### src/rtl/tick_pkg.sv
// Shared types and default parameters for the tick generator slice.
package tick_pkg;

    typedef enum logic {
        ST_PAUSE = 1'b0,
        ST_RUN   = 1'b1
    } state_t;

    typedef enum logic [1:0] {
        RATE_0 = 2'd0,
        RATE_1 = 2'd1,
        RATE_2 = 2'd2,
        RATE_3 = 2'd3
    } rate_t;

    localparam int unsigned DB_CYCLES_DEF = 500000;
    localparam int unsigned CNT_W_DEF     = 26;
    localparam int unsigned DIV0_DEF      = 50000000;
    localparam int unsigned DIV1_DEF      = 25000000;
    localparam int unsigned DIV2_DEF      = 5000000;
    localparam int unsigned DIV3_DEF      = 1;

endpackage

### src/rtl/btn_debounce.sv
// Raw pushbutton conditioning: 2-FF synchronizer, stability counter and
// a single-cycle press event on the debounced rising edge.
module btn_debounce
    import tick_pkg::*;
#(
    parameter int unsigned DB_CYCLES = DB_CYCLES_DEF
) (
    input  logic clk,
    input  logic clear,
    input  logic raw,
    output logic level,
    output logic press_evt
);

    localparam int unsigned CW = $clog2(DB_CYCLES + 1);
    localparam logic [CW-1:0] LAST = CW'(DB_CYCLES - 1);

    logic          sync1;
    logic          sync2;
    logic [CW-1:0] cnt;

    // press_evt is registered on the flip edge so it is visible in the
    // same cycle the new debounced level is.
    always_ff @(posedge clk) begin
        if (clear) begin
            sync1     <= 1'b0;
            sync2     <= 1'b0;
            cnt       <= '0;
            level     <= 1'b0;
            press_evt <= 1'b0;
        end else begin
            sync1     <= raw;
            sync2     <= sync1;
            press_evt <= 1'b0;
            if (sync2 == level) begin
                cnt <= '0;
            end else if (cnt == LAST) begin
                cnt       <= '0;
                level     <= ~level;
                press_evt <= ~level;
            end else begin
                cnt <= cnt + 1'b1;
            end
        end
    end

endmodule

### src/rtl/tick_gen.sv
// Enable-pulse source for the hex counter: run/pause toggle, single step
// while paused, and a rate-selectable divider while running.
module tick_gen
    import tick_pkg::*;
#(
    parameter int unsigned DB_CYCLES = DB_CYCLES_DEF,
    parameter int unsigned CNT_W     = CNT_W_DEF,
    parameter int unsigned DIV0      = DIV0_DEF,
    parameter int unsigned DIV1      = DIV1_DEF,
    parameter int unsigned DIV2      = DIV2_DEF,
    parameter int unsigned DIV3      = DIV3_DEF
) (
    input  logic       clk,
    input  logic       clear,
    input  logic       run_btn,
    input  logic       step_btn,
    input  logic [1:0] rate_sel,
    output logic       tick_out,
    output logic       running
);

    localparam logic [CNT_W-1:0] TC0 = CNT_W'(DIV0 - 1);
    localparam logic [CNT_W-1:0] TC1 = CNT_W'(DIV1 - 1);
    localparam logic [CNT_W-1:0] TC2 = CNT_W'(DIV2 - 1);
    localparam logic [CNT_W-1:0] TC3 = CNT_W'(DIV3 - 1);

    logic run_level, run_evt;
    logic step_level, step_evt;
    logic unused_levels;

    state_t           state;
    rate_t            rate_q;
    rate_t            rate_q2;
    logic             rate_chg;
    logic [CNT_W-1:0] div;
    logic [CNT_W-1:0] tc;

    btn_debounce #(.DB_CYCLES(DB_CYCLES)) u_run_db (
        .clk       (clk),
        .clear     (clear),
        .raw       (run_btn),
        .level     (run_level),
        .press_evt (run_evt)
    );

    btn_debounce #(.DB_CYCLES(DB_CYCLES)) u_step_db (
        .clk       (clk),
        .clear     (clear),
        .raw       (step_btn),
        .level     (step_level),
        .press_evt (step_evt)
    );

    assign unused_levels = run_level ^ step_level;
    assign rate_chg      = (rate_q != rate_q2);

    always_comb begin
        tc = TC0;
        case (rate_q)
            RATE_0:  tc = TC0;
            RATE_1:  tc = TC1;
            RATE_2:  tc = TC2;
            default: tc = TC3;
        endcase
    end

    // A run press on the terminal-count edge still emits that tick; the
    // state change and divider clear override the divider update below it.
    always_ff @(posedge clk) begin
        if (clear) begin
            state    <= ST_PAUSE;
            running  <= 1'b0;
            tick_out <= 1'b0;
            div      <= '0;
            rate_q   <= RATE_0;
            rate_q2  <= RATE_0;
        end else begin
            rate_q   <= rate_t'(rate_sel);
            rate_q2  <= rate_q;
            tick_out <= 1'b0;
            case (state)
                ST_PAUSE: begin
                    div <= '0;
                    if (run_evt) begin
                        state   <= ST_RUN;
                        running <= 1'b1;
                    end else if (step_evt && !rate_chg) begin
                        tick_out <= 1'b1;
                    end
                end
                default: begin
                    if (rate_chg) begin
                        div <= '0;
                    end else if (div == tc) begin
                        div      <= '0;
                        tick_out <= 1'b1;
                    end else begin
                        div <= div + 1'b1;
                    end
                    if (run_evt) begin
                        state   <= ST_PAUSE;
                        running <= 1'b0;
                        div     <= '0;
                    end
                end
            endcase
        end
    end

endmodule

### config.mk
export PLATFORM = sky130hd
export DESIGN_NAME = tick_gen
export DESIGN_NICKNAME = d
export VERILOG_FILES = /design/src/rtl/tick_pkg.sv /design/src/rtl/btn_debounce.sv /design/src/rtl/tick_gen.sv
export SDC_FILE = /design/constraint.sdc
export NUM_CORES = 1
export LEC_CHECK = 0
export CAP_MARGIN = 20
export CORE_UTILIZATION = 40
export DETAILED_ROUTE_END_ITERATION = 10
export GPL_ROUTABILITY_DRIVEN = 0
export PLACE_DENSITY = 0.54
export SLEW_MARGIN = 20
export SYNTH_ARGS = -nofsm -noshare
export SYNTH_HDL_FRONTEND = slang
export SYNTH_HIERARCHICAL = 1
export SYNTH_SLANG_ARGS = --single-unit
### constraint.sdc
create_clock -name clk -period 4 [get_ports clk]
set_input_delay 0.8 -clock clk [delete_from_list [all_inputs] [get_ports clk]]
set_output_delay 0.8 -clock clk [all_outputs]
set_load 0.01 [all_outputs]
==> flow_results.org <==
** Routing
- The final route contains 2767 vias.
- Initial detailed-routing violation count :: 73
- After detailed routing, the number of remaining DRC violations is 0.
- Summed over all layers, the routed wires come to 6783 µm.
- In the final routed layout, each cell accounts on average for 12.73 µm.
- Via density :: 5.191
- In this run the remaining antenna-violating nets after routing total 0.
- The first detailed-routing pass took 4 iterations.

** Clock network
- CTS saw 79 sinks.
- Buffer cell driving the clock tree root :: clkbuf_8
- Setup bufs post-CTS :: 0
- Post-CTS repair changed the size of 0 cells.
- After clock tree synthesis, the clock-pin slew on the worst setup and hold paths is 80 ps.
- At the later pin of the worst-skew pair, clock insertion delay measures 350 ps.
- Number of buffers created by CTS :: 9
- Maximum level of the CTS H-tree :: 3
- In this run, post-CTS hold repair placed 0 buffers.
- Number of buffers on the longest clock path :: 2
- TritonCTS built the clock tree.

** STA
- Worst clock skew :: 14.36 ps
- The worst path needs 2418 ps of the cycle, external delays included.
- Sum Neg Setup Slack :: 0 ps
- Final hold violations :: 0
- Hold Worst Slack :: 443.9 ps
- For the pin with the worst max-slew slack, the measured transition is 559.8 ps.
- Setup repair after global routing left no endpoint under its margin.
- Max frequency :: 413.5 MHz
- Of the available clock period, the critical path in the final layout requires 60.45%.
- Count of final setup violators :: 0
- Slew Viols, Final :: 0
- Headroom to the max-slew limit came out at 62.57%.

** Cells and area
- Leading cell type in the layout, fill and taps excluded :: dfxtp_1
- The repair_antennas step left the layout with diodes totalling 0.
- Net total in the final layout :: 434
- Cells fill 45.38% of the core in the end.
- The post-route netlist has 7.765% of its cells at a drive strength greater than 1.
- Summing all multi-input logic gate instances after layout gives 1983 µm².
- Relative to the synthesized area, the layout overhead comes to 8.345%.
- Leading cell types in the layout, fill and taps excluded :: dfxtp_1, nor2_1, xor2_1, nand2_1, nand3_1
- The sequential cells in the finished layout cover a total of 1582 µm².
- Number of fill cells in the layout :: 880
- Layout Cell Area excl Fill :: 3996 µm²

** Yosys
- Number of synthesized register bits :: 79
- Yosys warning total :: 6
- Counting every net in the synthesized netlist gives 425.
- In the synthesized netlist, the number of instances is 411.
- Unique masters post-synth :: 42
- In this run the biggest area consumer among cell types represents 42.88% of the synthesized area.
- Mean post-synth cell area :: 8.975 µm²
- By area the synthesized netlist is led by dfxtp_1, xor2_1, nor2_1.
- dfxtp_1 takes more of the synthesized area than any other cell.
- Netlist area before placement :: 3689 µm²
- Sequential-to-total area share from yosys stat :: 42.88%

** Place
- Once placement finished, the instance area stood at 3822 µm².
- The HPWL after detailed placement is 4794 µm.
- During placement, the flow inserted port buffers numbering 7.

** GRT
- The via count of the first global-routing pass came to 2672.
- Across every metal layer, demand over resource in global routing totals 15.75%.
- Antenna violations before repair :: 0
- Largest net degree at the start of global routing :: 24
- Global-route wire length before repair :: 12160 µm
- For this run the aggregate overflow at the end of global routing stands at 0.

** Worst setup path
- CP max stage delay :: 420 ps
- Traced cell by cell, the critical path runs through clkdlybuf4s50_1 > buf_4 > or3_1 > or3b_4 > o21bai_4 > a21oi_1.
- Endpoint kind of the worst setup timing path :: flip-flop
- Required time reported for the critical path endpoint :: 4280 ps
- At the worst endpoint, the arrival time is 2700 ps.
- The worst setup path is of the input port to flip-flop kind.
- STA classifies the critical path startpoint as an input port.
- Of all nets on the critical path, the largest fanout is 23.
- Slowest cell on the critical path :: or3b_4
- Reg-to-reg setup timing slack :: 1670 ps

** Die
- Die Y :: 98.03 µm
- Chip Width :: 98.03 µm
- The floorplan has 34 rows.
- 8 I/O pins were placed.
- The floorplan step defined a die boundary enclosing 9609 µm².
- Once the floorplan was initialized, standard cells occupied 41.89% of the core.
- Area of the core :: 8806 µm²

** Pwr
- The analysis attributes to cell leakage a power of 1.265 nW.
- Maximum resistive drop on vdd :: 0.0001882 V
- Power spread over the standard cell area amounts to 338.2 nW/µm².

** Min path
- Worst Hold Class :: flip-flop to flip-flop

** Run status
- Status :: finished, final reports clean

** Run
- Max-cap violations in this run came to 0.
registers in the layout (all words and copies together), names as in the netlist:
register             cells
div                     26
u_run_db/cnt            19
u_step_db/cnt           19
rate_q2                  2
rate_q                   2
running                  1
state                    1
tick_out                 1
u_run_db/level           1
u_run_db/press_evt       1
u_run_db/sync1           1
u_run_db/sync2           1
u_step_db/level          1
u_step_db/press_evt      1
u_step_db/sync1          1
u_step_db/sync2          1
critical path, delay by kind of cell:
kind,cells,cell delay (ps)
AND/OR/NAND/NOR,2,820
buffers and inverters,2,590
AO/OA/AOI/OAI,2,480
routing by layer:
metal / routed length, µm / global-route usage, %
met1: 3308 / 19.36
met2: 3220 / 26.49
met3: 190 / 4.223
met4: 63 / 5.594
met5: 0 / 0
report_power, final:
group          internal [W]  leakage (nW)   total, W  switching (W)
sequential         0.000790         0.638   0.000793     0.00000312
clock              0.000229        0.0829   0.000526       0.000298
combinational     0.0000153         0.544  0.0000323      0.0000169
total               0.00103          1.27    0.00135       0.000318
cell usage after synthesis:
library cell / n
dfxtp_1: 79
a21oi_1: 17
nor2b_1: 6
nor3_1: 5
o21bai_4: 1
o21ai_4: 2
and2_1: 3
nand3_2: 1
a22oi_1: 2
o21ai_0: 11
clkbuf_1: 4
nor3b_1: 1
and4_1: 8
o31ai_1: 4
or3b_4: 1
or3b_2: 2
or4_1: 7
xor2_1: 32
nand4_1: 19
o22ai_1: 1
o2111ai_2: 1
a211oi_1: 1
ha_1: 8
mux2i_1: 2
nand3_1: 24
inv_1: 12
nand2_1: 25
nand4_4: 1
nor4_1: 6
or3_1: 17
nand2b_1: 5
nor2_1: 64
and3_1: 4
or2_2: 3
nor4b_1: 1
or4_4: 3
buf_4: 1
o21bai_1: 1
nor3_4: 2
buf_6: 5
xnor2_1: 17
nand4bb_1: 2
area by class of cell:
class                           instances  share of cell area (%)
Inverter                               12                   1.127
Clock buffer                           10                   3.193
Multi-Input combinational cell        310                   49.62
Sequential cell                        79                   39.57
Tap cell                              108                   3.381
Timing Repair Buffer                    8                   1.941
Clock inverter                          6                   1.158
stage by stage:
stage / worst slack, ps / power (W) / instances
2_1_floorplan: 1938 / 0.0008316 / 411
3_3_place_gp: 1229 / 0.0008440 / 517
3_5_place_dp: 1202 / 0.0008447 / 517
4_1_cts: 1568 / 0.001372 / 533
5_1_grt: 1414 / 0.001411 / 533
6_report: 1582 / 0.001351 / 533
worst paths after layout:
| kind | from | end | depth (start not counted) |
|---|---|---|---|
| setup / recovery | clear | div[19]$_SDFF_PP0_ | 6 |
| hold / removal | u_step_db/sync1$_SDFF_PP0_ | u_step_db/sync2$_SDFF_PP0_ | 1 |
| setup reg to reg | rate_q[1]$_SDFF_PP0_ | div[17]$_SDFF_PP0_ | 7 |
| hold reg to reg | u_step_db/sync1$_SDFF_PP0_ | u_step_db/sync2$_SDFF_PP0_ | 1 |
kinds of logic after synthesis:
logic type | synth area share [%]
AND/OR/NAND/NOR | 31.48
flip-flops | 42.88
XOR/XNOR | 11.63
AO/OA/AOI/OAI | 7.395
buffers and inverters | 3.358
adder cells (fa/ha/maj) | 2.714
multiplexers | 0.5428
No activity file was read; power rests on OpenSTA's default activity.
